<file path="config.mk">
export PLATFORM = sky130hd
export DESIGN_NAME = miriscv_mem_arbiter
export DESIGN_NICKNAME = d
export VERILOG_FILES = /design/src/rtl/miriscv_mem_arbiter.sv
export SDC_FILE = /design/constraint.sdc
export NUM_CORES = 1
export LEC_CHECK = 0
export BUFFER_PORTS_ARGS = -buffer_cell sky130_fd_sc_hd__buf_2
export CORE_AREA = 2 2 107 109
export DETAILED_ROUTE_END_ITERATION = 8
export DIE_AREA = 0 0 109 111
export GPL_ROUTABILITY_DRIVEN = 0
export PLACE_DENSITY_LB_ADDON = 0.3
export SLEW_MARGIN = 20
export SYNTH_ARGS = -nofsm -noshare
export SYNTH_HDL_FRONTEND = slang
export SYNTH_SLANG_ARGS = --single-unit
</file>
<file path="constraint.sdc">
create_clock -name clk_i -period 2.2 [get_ports clk_i]
set_input_delay 0.22 -clock clk_i [delete_from_list [all_inputs] [get_ports clk_i]]
set_output_delay 0.22 -clock clk_i [all_outputs]
set_load 0.005 [all_outputs]
</file>
<file path="src/rtl/miriscv_mem_arbiter.sv">
// Shares one single-port RAM between the instruction-fetch and load/store ports.
// Only one access is in flight; its response is routed back to the issuing port.
module miriscv_mem_arbiter #(
  parameter int unsigned ADDR_W      = 32,
  parameter int unsigned DATA_W      = 32,
  parameter int unsigned RAM_LATENCY = 1,
  parameter int unsigned FIXED_PRIO  = 0
) (
  input  logic                clk_i,
  input  logic                rst_n_i,

  input  logic                instr_req_i,
  input  logic [ADDR_W-1:0]   instr_addr_i,
  output logic                instr_gnt_o,
  output logic                instr_rvalid_o,
  output logic [DATA_W-1:0]   instr_rdata_o,

  input  logic                data_req_i,
  input  logic                data_we_i,
  input  logic [DATA_W/8-1:0] data_be_i,
  input  logic [ADDR_W-1:0]   data_addr_i,
  input  logic [DATA_W-1:0]   data_wdata_i,
  output logic                data_gnt_o,
  output logic                data_rvalid_o,
  output logic [DATA_W-1:0]   data_rdata_o,

  output logic                ram_req_o,
  output logic                ram_we_o,
  output logic [DATA_W/8-1:0] ram_be_o,
  output logic [ADDR_W-1:0]   ram_addr_o,
  output logic [DATA_W-1:0]   ram_wdata_o,
  input  logic [DATA_W-1:0]   ram_rdata_i,

  output logic                busy_o
);

  localparam int unsigned CNT_W     = 3;
  localparam int unsigned LAT_CLAMP = (RAM_LATENCY < 1) ? 1 :
                                      (RAM_LATENCY > 7) ? 7 : RAM_LATENCY;
  localparam logic [CNT_W-1:0] LAT_INIT = CNT_W'(LAT_CLAMP);

  typedef enum logic {
    ST_IDLE,
    ST_WAIT
  } state_e;

  typedef enum logic {
    PORT_INSTR,
    PORT_DATA
  } port_e;

  state_e           state_q, state_d;
  port_e            owner_q, owner_d;
  port_e            last_q, last_d;
  port_e            winner;
  logic [CNT_W-1:0] lat_cnt_q, lat_cnt_d;
  logic             any_req;
  logic             conflict;
  logic             resp_fire;

  // Round-robin hands a conflict to whichever port did not win the last grant.
  always_comb begin
    any_req  = instr_req_i | data_req_i;
    conflict = instr_req_i & data_req_i;
    if (conflict) begin
      if (FIXED_PRIO != 0) begin
        winner = PORT_DATA;
      end else begin
        winner = (last_q == PORT_DATA) ? PORT_INSTR : PORT_DATA;
      end
    end else begin
      winner = data_req_i ? PORT_DATA : PORT_INSTR;
    end
  end

  always_comb begin
    state_d     = state_q;
    owner_d     = owner_q;
    last_d      = last_q;
    lat_cnt_d   = lat_cnt_q;
    instr_gnt_o = 1'b0;
    data_gnt_o  = 1'b0;
    ram_req_o   = 1'b0;
    ram_we_o    = 1'b0;
    ram_be_o    = '0;
    ram_addr_o  = '0;
    ram_wdata_o = '0;
    resp_fire   = 1'b0;

    case (state_q)
      ST_IDLE: begin
        if (any_req && rst_n_i) begin
          state_d   = ST_WAIT;
          owner_d   = winner;
          last_d    = winner;
          lat_cnt_d = LAT_INIT;
          ram_req_o = 1'b1;
          if (winner == PORT_DATA) begin
            data_gnt_o  = 1'b1;
            ram_we_o    = data_we_i;
            ram_be_o    = data_we_i ? data_be_i : '1;
            ram_addr_o  = data_addr_i;
            ram_wdata_o = data_wdata_i;
          end else begin
            instr_gnt_o = 1'b1;
            ram_be_o    = '1;
            ram_addr_o  = instr_addr_i;
          end
        end
      end

      ST_WAIT: begin
        lat_cnt_d = lat_cnt_q - CNT_W'(1);
        if (lat_cnt_q == CNT_W'(1)) begin
          state_d   = ST_IDLE;
          // An access interrupted by reset never reports a response.
          resp_fire = rst_n_i;
        end
      end

      default: begin
        state_d = ST_IDLE;
      end
    endcase
  end

  always_comb begin
    instr_rvalid_o = resp_fire && (owner_q == PORT_INSTR);
    data_rvalid_o  = resp_fire && (owner_q == PORT_DATA);
    instr_rdata_o  = instr_rvalid_o ? ram_rdata_i : '0;
    data_rdata_o   = data_rvalid_o ? ram_rdata_i : '0;
    busy_o         = (state_q != ST_IDLE);
  end

  always_ff @(posedge clk_i) begin
    if (!rst_n_i) begin
      state_q   <= ST_IDLE;
      owner_q   <= PORT_INSTR;
      last_q    <= PORT_DATA;
      lat_cnt_q <= '0;
    end else begin
      state_q   <= state_d;
      owner_q   <= owner_d;
      last_q    <= last_d;
      lat_cnt_q <= lat_cnt_d;
    end
  end

endmodule

</file>
# == Word level (Yosys, flattened, before mapping) ==
# Cells that the tools add are included.
# totals
output_inout_bits,139
wordCells,47
in_bits,137
ff_bits,6
# classes
bitwise_logic,4
add_sub_neg,1
n_reduce_logical,4
n_eq_ne,2
mux,32
# ops
op,count
32-bit 2-to-1 mux,8
1-bit 2-to-1 mux,17
4-bit 2-to-1 mux,4
3-bit case mux with 2 select lines,1
3-bit by 1-bit == test with 1-bit output (second input constant),1
1-bit logical AND,3
3-bit 2-to-1 mux,1
3-bit by 1-bit subtractor with 3-bit output (second input constant),1
2-bit != test (second input constant),1
1-bit NOT,2
1-bit case mux with 2 select lines,1
2-bit AND reduction,1
1-bit AND,1
1-bit OR,1

# == Logic depth before layout (Yosys ltp) ==
# Gate-level depths: netlist of the first run.
# logic_depth
word_depth,5
mapped_depth,6
mapped_depth_nobuf,5

# == Worst setup path after synthesis of the first run ==
# Ideal clock, no wire load.
# synth_path
kind,reg2out
from,register state_q (netlist: busy_o)
to,output port data_rdata_o[22]
t_arrival_ps,1210
stages_incl_launch_ff,6
slack_ps,770
t_required_ps,1980
n_path_buf,2
path_cell_list,dfxtp_1 > buf_2 > nand3_2 > nor3b_2 > buf_2 > and2_1
# synth_between
elab_chain_cells,3
# synth_lines
element,line,text
start: declaration,52,"state_e state_q, state_d;"
start signal: assignment,142,state_q <= state_d;
1-bit 2-to-1 mux,90,case (state_q)
1-bit logical AND,129,data_rvalid_o = resp_fire && (owner_q == PORT_DATA);
via data_rvalid_o,24,"output logic data_rvalid_o,"
32-bit 2-to-1 mux,131,data_rdata_o = data_rvalid_o ? ram_rdata_i : '0;
end: declaration,25,"output logic [DATA_W-1:0] data_rdata_o,"
# The timed path passes the listed nets, and every way through them passes these cells.

# == Worst setup path after layout of the first run ==
# layout_path
from,register state_q (netlist: busy_o)
to,output port ram_be_o[3]
# layout_between
elab_chain_cells,1
# layout_lines
element,line,text
4-bit 2-to-1 mux,90,
end: declaration,29,"output logic [DATA_W/8-1:0] ram_be_o,"
# Every way passes these cells.

==> flow_summary.json, run 1 <==
{
  "nFillCells": 1205,
  "first_iter_violations": 63,
  "boundaryPins": 276,
  "diodes": 0,
  "drive_gt1_share_pct": 63.5,
  "routed_wl_um": 6830,
  "routed-via-count": 2442,
  "rr_endpoint": "lat_cnt_q[2]$_SDFFE_PN0P_",
  "end_kind": "output pin",
  "crit_chain": "nor2b_4 -> buf_4 -> o21ai_1 -> inv_1 -> o21a_1 -> buf_2",
  "synth_seq_area_share_pct": 8.65,
  "critPathTopFamily": "buffers and inverters",
  "powerDensity_nw_per_um2": 281,
  "die-height_um": 111,
  "utilization_pct": 26.4,
  "dpl.hpwl_um": 5810,
  "cts_root_buf": "clkbuf_16",
  "clock.fmax_ghz": 0.521,
  "critPathRequiredTime_ns": 1.98,
  "via_per_inst": 4.08,
  "mostFrequentLayoutCell": "buf_2",
  "path_class": "flip-flop to output pin",
  "tightest_slew_ns": 0.366,
  "netlist_top_cells_area": "and2_1, a22o_1, and3_1",
  "area_growth_pct": 110,
  "cpPeakStageDelay_ns": 0.51,
  "clkSlewWorstSetupHoldPaths_ns": 0.03,
  "yosysWarnings": 0,
  "cp-startpoint": "busy_o$_SDFF_PN0_",
  "clock_path_buffers": 2,
  "initial_core_util_pct": 12.5,
  "setup_violations": 0,
  "worst-path-stages": 6,
  "dieArea_um2": 12100,
  "cts_setup_buffers": 0,
  "final-hold-violation-count": 0,
  "reg2reg_depth": 4,
  "drtPass1Iterations": 4,
  "synth_area_um2": 1390,
  "multiInputGateArea_um2": 1120,
  "overflow": 0,
  "antenna_found_initial": 0,
  "drcViolationCount": 0,
  "synth_cell_types": 27,
  "relSlewSlack_pct": 75.6,
  "cts_tree": "built",
  "final_cell_area_um2": 2920,
  "ys_ff_latch": 6,
  "cts_resized": 0,
  "seq_area_um2": 120,
  "place_inst": 595,
  "fin_nets": 596,
  "clock_latency_ns": 0.23,
  "rsz0062_at_grt": "false",
  "syn_nets": 331,
  "grt_pass1_vias": 2068,
  "worst-path-buf-inv": 3,
  "numCtsBuffers": 3,
  "cp_max_fo": 33,
  "rr_startpoint": "busy_o$_SDFF_PN0_",
  "ir_drop_uv": 222,
  "setup.worst_path.end": "ram_be_o[3]",
  "portBuffers": 275,
  "synth_top_area_share_pct": 29.3,
  "grt_max_degree": 35,
  "p_leak_nw": 2.00,
  "drv_slew": 0,
  "skew_ns": 0.000593,
  "antenna_left": 0,
  "ff2ff_setup_slack_ns": 0.89,
  "synthCells": 192,
  "setup_tns_ns": 0,
  "hp-class": "input port to flip-flop",
  "syn_avg_cell_area_um2": 7.23,
  "crit_slowest_cell": "dfxtp_1",
  "period_share_pct": 87.3,
  "cts_hold_buf": 0,
  "post_drt_wl_per_cell_um": 11.4,
  "final_cell_mix": "buf_2, and2_1, and3_1",
  "row_count": 39,
  "start_kind": "flip-flop",
  "die_x_um": 109,
  "grt_pass1_wl_um": 9410,
  "arrival_ns": 1.70,
  "core_area_um2": 11100,
  "period_needed_ns": 1.92,
  "instances_no_fill": 598,
  "numClockSinks": 6,
  "ctsHtreeMaxLevel": 1,
  "max_cap_viol_count": 0,
  "track_usage_pct": 9.60,
  "outcome": "complete, no violations",
  "placed_area_um2": 2850,
  "synth_top_area_cell": "and2_1"
}
layer usage:
layer / global-route usage [%] / vias to the layer above / part of all wire, %
met5: 0 / - / 0
met1: 10.3 / 1084 / 37
li1: - / 1199 / -
met2: 19.3 / 155 / 52
met3: 0.647 / 4 / 9.3
met4: 2.82 / 0 / 1.1
registers in the layout, summed over array words and instances (netlist names):
name and flops:
busy_o 1, last_q 1, lat_cnt_q 3, owner_q 1
synthesized netlist by cell type:
cell,instances
nor4_1,1
nand2b_1,2
and3_1,34
xnor2_1,1
o21ai_0,1
nand2_1,6
clkbuf_1,8
o21ai_1,1
a22o_1,32
nor3_1,1
a21oi_1,2
nor3_2,1
dfxtp_1,6
buf_6,7
inv_1,3
buf_2,5
a21o_1,1
ha_1,2
nor2_1,2
a21boi_2,1
nand3_2,1
nor3b_2,1
and2_1,65
nor2b_1,1
buf_4,1
nor2b_4,1
o21a_1,5
power breakdown:
| part | internal, mW | switching [mW] |
|---|---|---|
| combinational | 0.219 | 0.173 |
| clock | 0.233 | 0.0626 |
| sequential | 0.122 | 0.0132 |
layout make-up:
class | count | share of cell area [%]
Clock buffer | 3 | 2.57
Inverter | 3 | 0.385
Multi-Input combinational cell | 162 | 38.2
Sequential cell | 6 | 4.11
Tap cell | 143 | 6.12
Timing Repair Buffer | 281 | 48.6
worst reg2reg max path, delay by kind of cell (launching register included):
| family | cells | cell delay [ns] |
|---|---|---|
| AOI/OAI and AO/OA | 1 | 0.20 |
| buffers and inverters | 1 | 0.25 |
| DFF | 1 | 0.40 |
| and+or+nand+nor | 2 | 0.36 |
stage by stage:
step / total power, mW / hold WS [ns] / setup slack [ns]
after floorplan: 0.311 / 0.336 / 0.770
after global placement: 0.525 / 0.488 / 0.581
after detailed placement: 0.530 / 0.482 / 0.513
after CTS: 0.833 / 0.290 / 0.265
after global routing: 0.876 / 0.316 / 0.166
final: 0.823 / 0.290 / 0.280
kinds of logic (layout without fill, tap and decap cells):
group / after synthesis / after routing / synth area share [%]
AOI/OAI and AO/OA: 43 / 43 / 25.7
xor gates and xnor gates: 1 / 1 / 0.631
adders and majority gates: 2 / 2 / 1.80
buffers and inverters: 24 / 287 / 11.0
DFF: 6 / 6 / 8.65
and+or+nand+nor: 116 / 116 / 52.3
how the worst min path moves through the flow:
stage / depth (start not counted) / endpoint / slack, ns / start
2_1_floorplan: 2 / lat_cnt_q[0]$_SDFFE_PN0P_ / 0.34 / rst_n_i
3_3_place_gp: 2 / lat_cnt_q[0]$_SDFFE_PN0P_ / 0.49 / lat_cnt_q[0]$_SDFFE_PN0P_
3_5_place_dp: 2 / owner_q$_SDFFE_PN0P_ / 0.48 / owner_q$_SDFFE_PN0P_
4_1_cts: 3 / lat_cnt_q[0]$_SDFFE_PN0P_ / 0.29 / rst_n_i
5_1_grt: 2 / lat_cnt_q[1]$_SDFFE_PN0P_ / 0.32 / rst_n_i
6_report: 3 / lat_cnt_q[0]$_SDFFE_PN0P_ / 0.29 / rst_n_i
No activity file was read; power rests on OpenSTA's default activity.
==> run 2, diff against run 1 <==
--- a/config.mk
+++ b/config.mk
@@ -10,7 +10,7 @@
 export DETAILED_ROUTE_END_ITERATION = 8
 export DIE_AREA = 0 0 109 111
 export GPL_ROUTABILITY_DRIVEN = 0
-export PLACE_DENSITY_LB_ADDON = 0.3
+export PLACE_DENSITY = 0.47
 export SLEW_MARGIN = 20
 export SYNTH_ARGS = -nofsm -noshare
 export SYNTH_HDL_FRONTEND = slang
==> run 2 against run 1 <==
Compared with the run above: flip-flop and latch count is the same; core utilization is the same; non-clock buffer count unchanged; wire length increased by 0.98%; combinational power hardly changed; sequential power about the same; cell area unchanged; highest routed layer unchanged; cell count unchanged; hold slack worse by 0.0067 ns; clock skew rose by 0.0015 ns; die area unchanged; sequential share of layout area did not move.
==> flow_summary.json, run 2 (same netlist as run 1, synthesis figures left out) <==
{
  "outcome": "complete, no violations",
  "routed_wl_um": 6900,
  "ir_drop_uv": 197,
  "via_per_inst": 4.03,
  "die_x_um": 109,
  "grt_pass1_vias": 2100,
  "cts_tree": "built",
  "grt_pass1_wl_um": 9540,
  "portBuffers": 275,
  "path_class": "flip-flop to output pin",
  "p_leak_nw": 2.00,
  "worst-path-buf-inv": 3,
  "initial_core_util_pct": 12.5,
  "place_ws_ns": 0.548,
  "clock.fmax_ghz": 0.524,
  "clkPwrFrac_pct": 36.0,
  "mostFrequentLayoutCell": "buf_2",
  "track_usage_pct": 9.77,
  "combPwrFrac_pct": 47.7,
  "p_sw_share_pct": 30.3,
  "grt_max_degree": 35,
  "post_drt_wl_per_cell_um": 11.5,
  "cts_root_buf": "clkbuf_16",
  "final_cell_mix": "buf_2, and2_1, and3_1",
  "critPathRequiredTime_ns": 1.98,
  "relSlewSlack_pct": 76.4,
  "top_register": "lat_cnt_q",
  "numCtsBuffers": 3,
  "placed_area_um2": 2850,
  "largest_reg_flops": 3,
  "antenna_found_initial": 0,
  "max_cap_viol_count": 0,
  "intPower_mw": 0.574,
  "period_needed_ns": 1.91,
  "overflow": 0,
  "ctsHtreeMaxLevel": 1,
  "finalWorstSetupSlack_ns": 0.291,
  "clock_path_buffers": 2,
  "arrival_ns": 1.69,
  "utilization_pct": 26.4,
  "final_cell_area_um2": 2920,
  "seq_area_um2": 120,
  "nFillCells": 1214,
  "p_seq_share_pct": 16.4,
  "routed-via-count": 2409,
  "area_growth_pct": 110,
  "final-hold-violation-count": 0,
  "period_share_pct": 86.8,
  "critPathTopFamily": "flip-flops",
  "end_kind": "output pin",
  "drtPass1Iterations": 4,
  "tightest_slew_ns": 0.352,
  "cts_hold_buf": 0,
  "start_kind": "flip-flop",
  "cpPeakStageDelay_ns": 0.51,
  "numClockSinks": 6,
  "clkSlewWorstSetupHoldPaths_ns": 0.03,
  "powerDensity_nw_per_um2": 282,
  "clock_latency_ns": 0.23,
  "hp-class": "input port to flip-flop",
  "place_inst": 595,
  "instances_no_fill": 598,
  "crit_slowest_cell": "dfxtp_1",
  "first_iter_violations": 95,
  "drcViolationCount": 0,
  "diodes": 0,
  "skew_ns": 0.00208,
  "cp_max_fo": 33,
  "drv_slew": 0,
  "dieArea_um2": 12100,
  "cts_resized": 0,
  "die-height_um": 111,
  "setup_tns_ns": 0,
  "fin_nets": 596,
  "setup_violations": 0,
  "dpl.hpwl_um": 5890,
  "p_switching_mw": 0.250,
  "boundaryPins": 276,
  "antenna_left": 0,
  "multiInputGateArea_um2": 1120,
  "crit_chain": "nor2b_4 -> buf_4 -> o21ai_1 -> inv_1 -> o21a_1 -> buf_2",
  "drive_gt1_share_pct": 63.5,
  "core_area_um2": 11100,
  "row_count": 39,
  "rsz0062_at_grt": "false",
  "cts_setup_buffers": 0
}
==> run 2: layout make-up <==
class / count / area share, %
flip-flops and latches: 6 / 4.11
well taps: 143 / 6.12
inverters: 3 / 0.385
repair buffers: 281 / 48.6
multi-input cells: 162 / 38.2
clock buffers: 3 / 2.57
==> run 2: worst reg2reg max path, stage by stage, from the launching register on <==
cell	delay, ns
dfxtp_1	0.40
nor2b_4	0.16
buf_4	0.26
o21ai_1	0.20
and3_1	0.21
==> run 2: layer usage <==
layer	vias to the layer above	wire [um]	share of wire (%)	global-route usage (%)
met1	1033	2430	35	9.65
met3	9	711	10	0.941
met5	-	0	0	0
li1	1196	-	-	-
met4	0	96	1.4	3.08
met2	171	3660	53	20.3
==> run 2: power groups by stage <==
stage | sequential, mW | clock, mW | combinational (mW)
2_1_floorplan | 0.130 | 0 | 0.180
4_1_cts | 0.135 | 0.303 | 0.396
5_1_grt | 0.137 | 0.305 | 0.435
3_3_place_gp | 0.136 | 0 | 0.395
6_report | 0.135 | 0.296 | 0.393
3_5_place_dp | 0.136 | 0 | 0.394
==> run 2: path summary, 6_finish.rpt <==
kind                                           start                         to  slack [ns]  cells after the start
worst max-delay path               busy_o$_SDFF_PN0_                ram_be_o[1]        0.29                      6
worst min-delay path                         rst_n_i  lat_cnt_q[0]$_SDFFE_PN0P_        0.28                      3
worst min register to register  owner_q$_SDFFE_PN0P_       owner_q$_SDFFE_PN0P_        0.49                      2
worst max register to register     busy_o$_SDFF_PN0_  lat_cnt_q[2]$_SDFFE_PN0P_        0.88                      4
==> run 2: stage by stage <==
step           hold slack (ns)  power (mW)
2_1_floorplan            0.336       0.311
3_3_place_gp             0.486       0.531
3_5_place_dp             0.488       0.530
4_1_cts                  0.281       0.834
5_1_grt                  0.305       0.876
6_report                 0.284       0.824
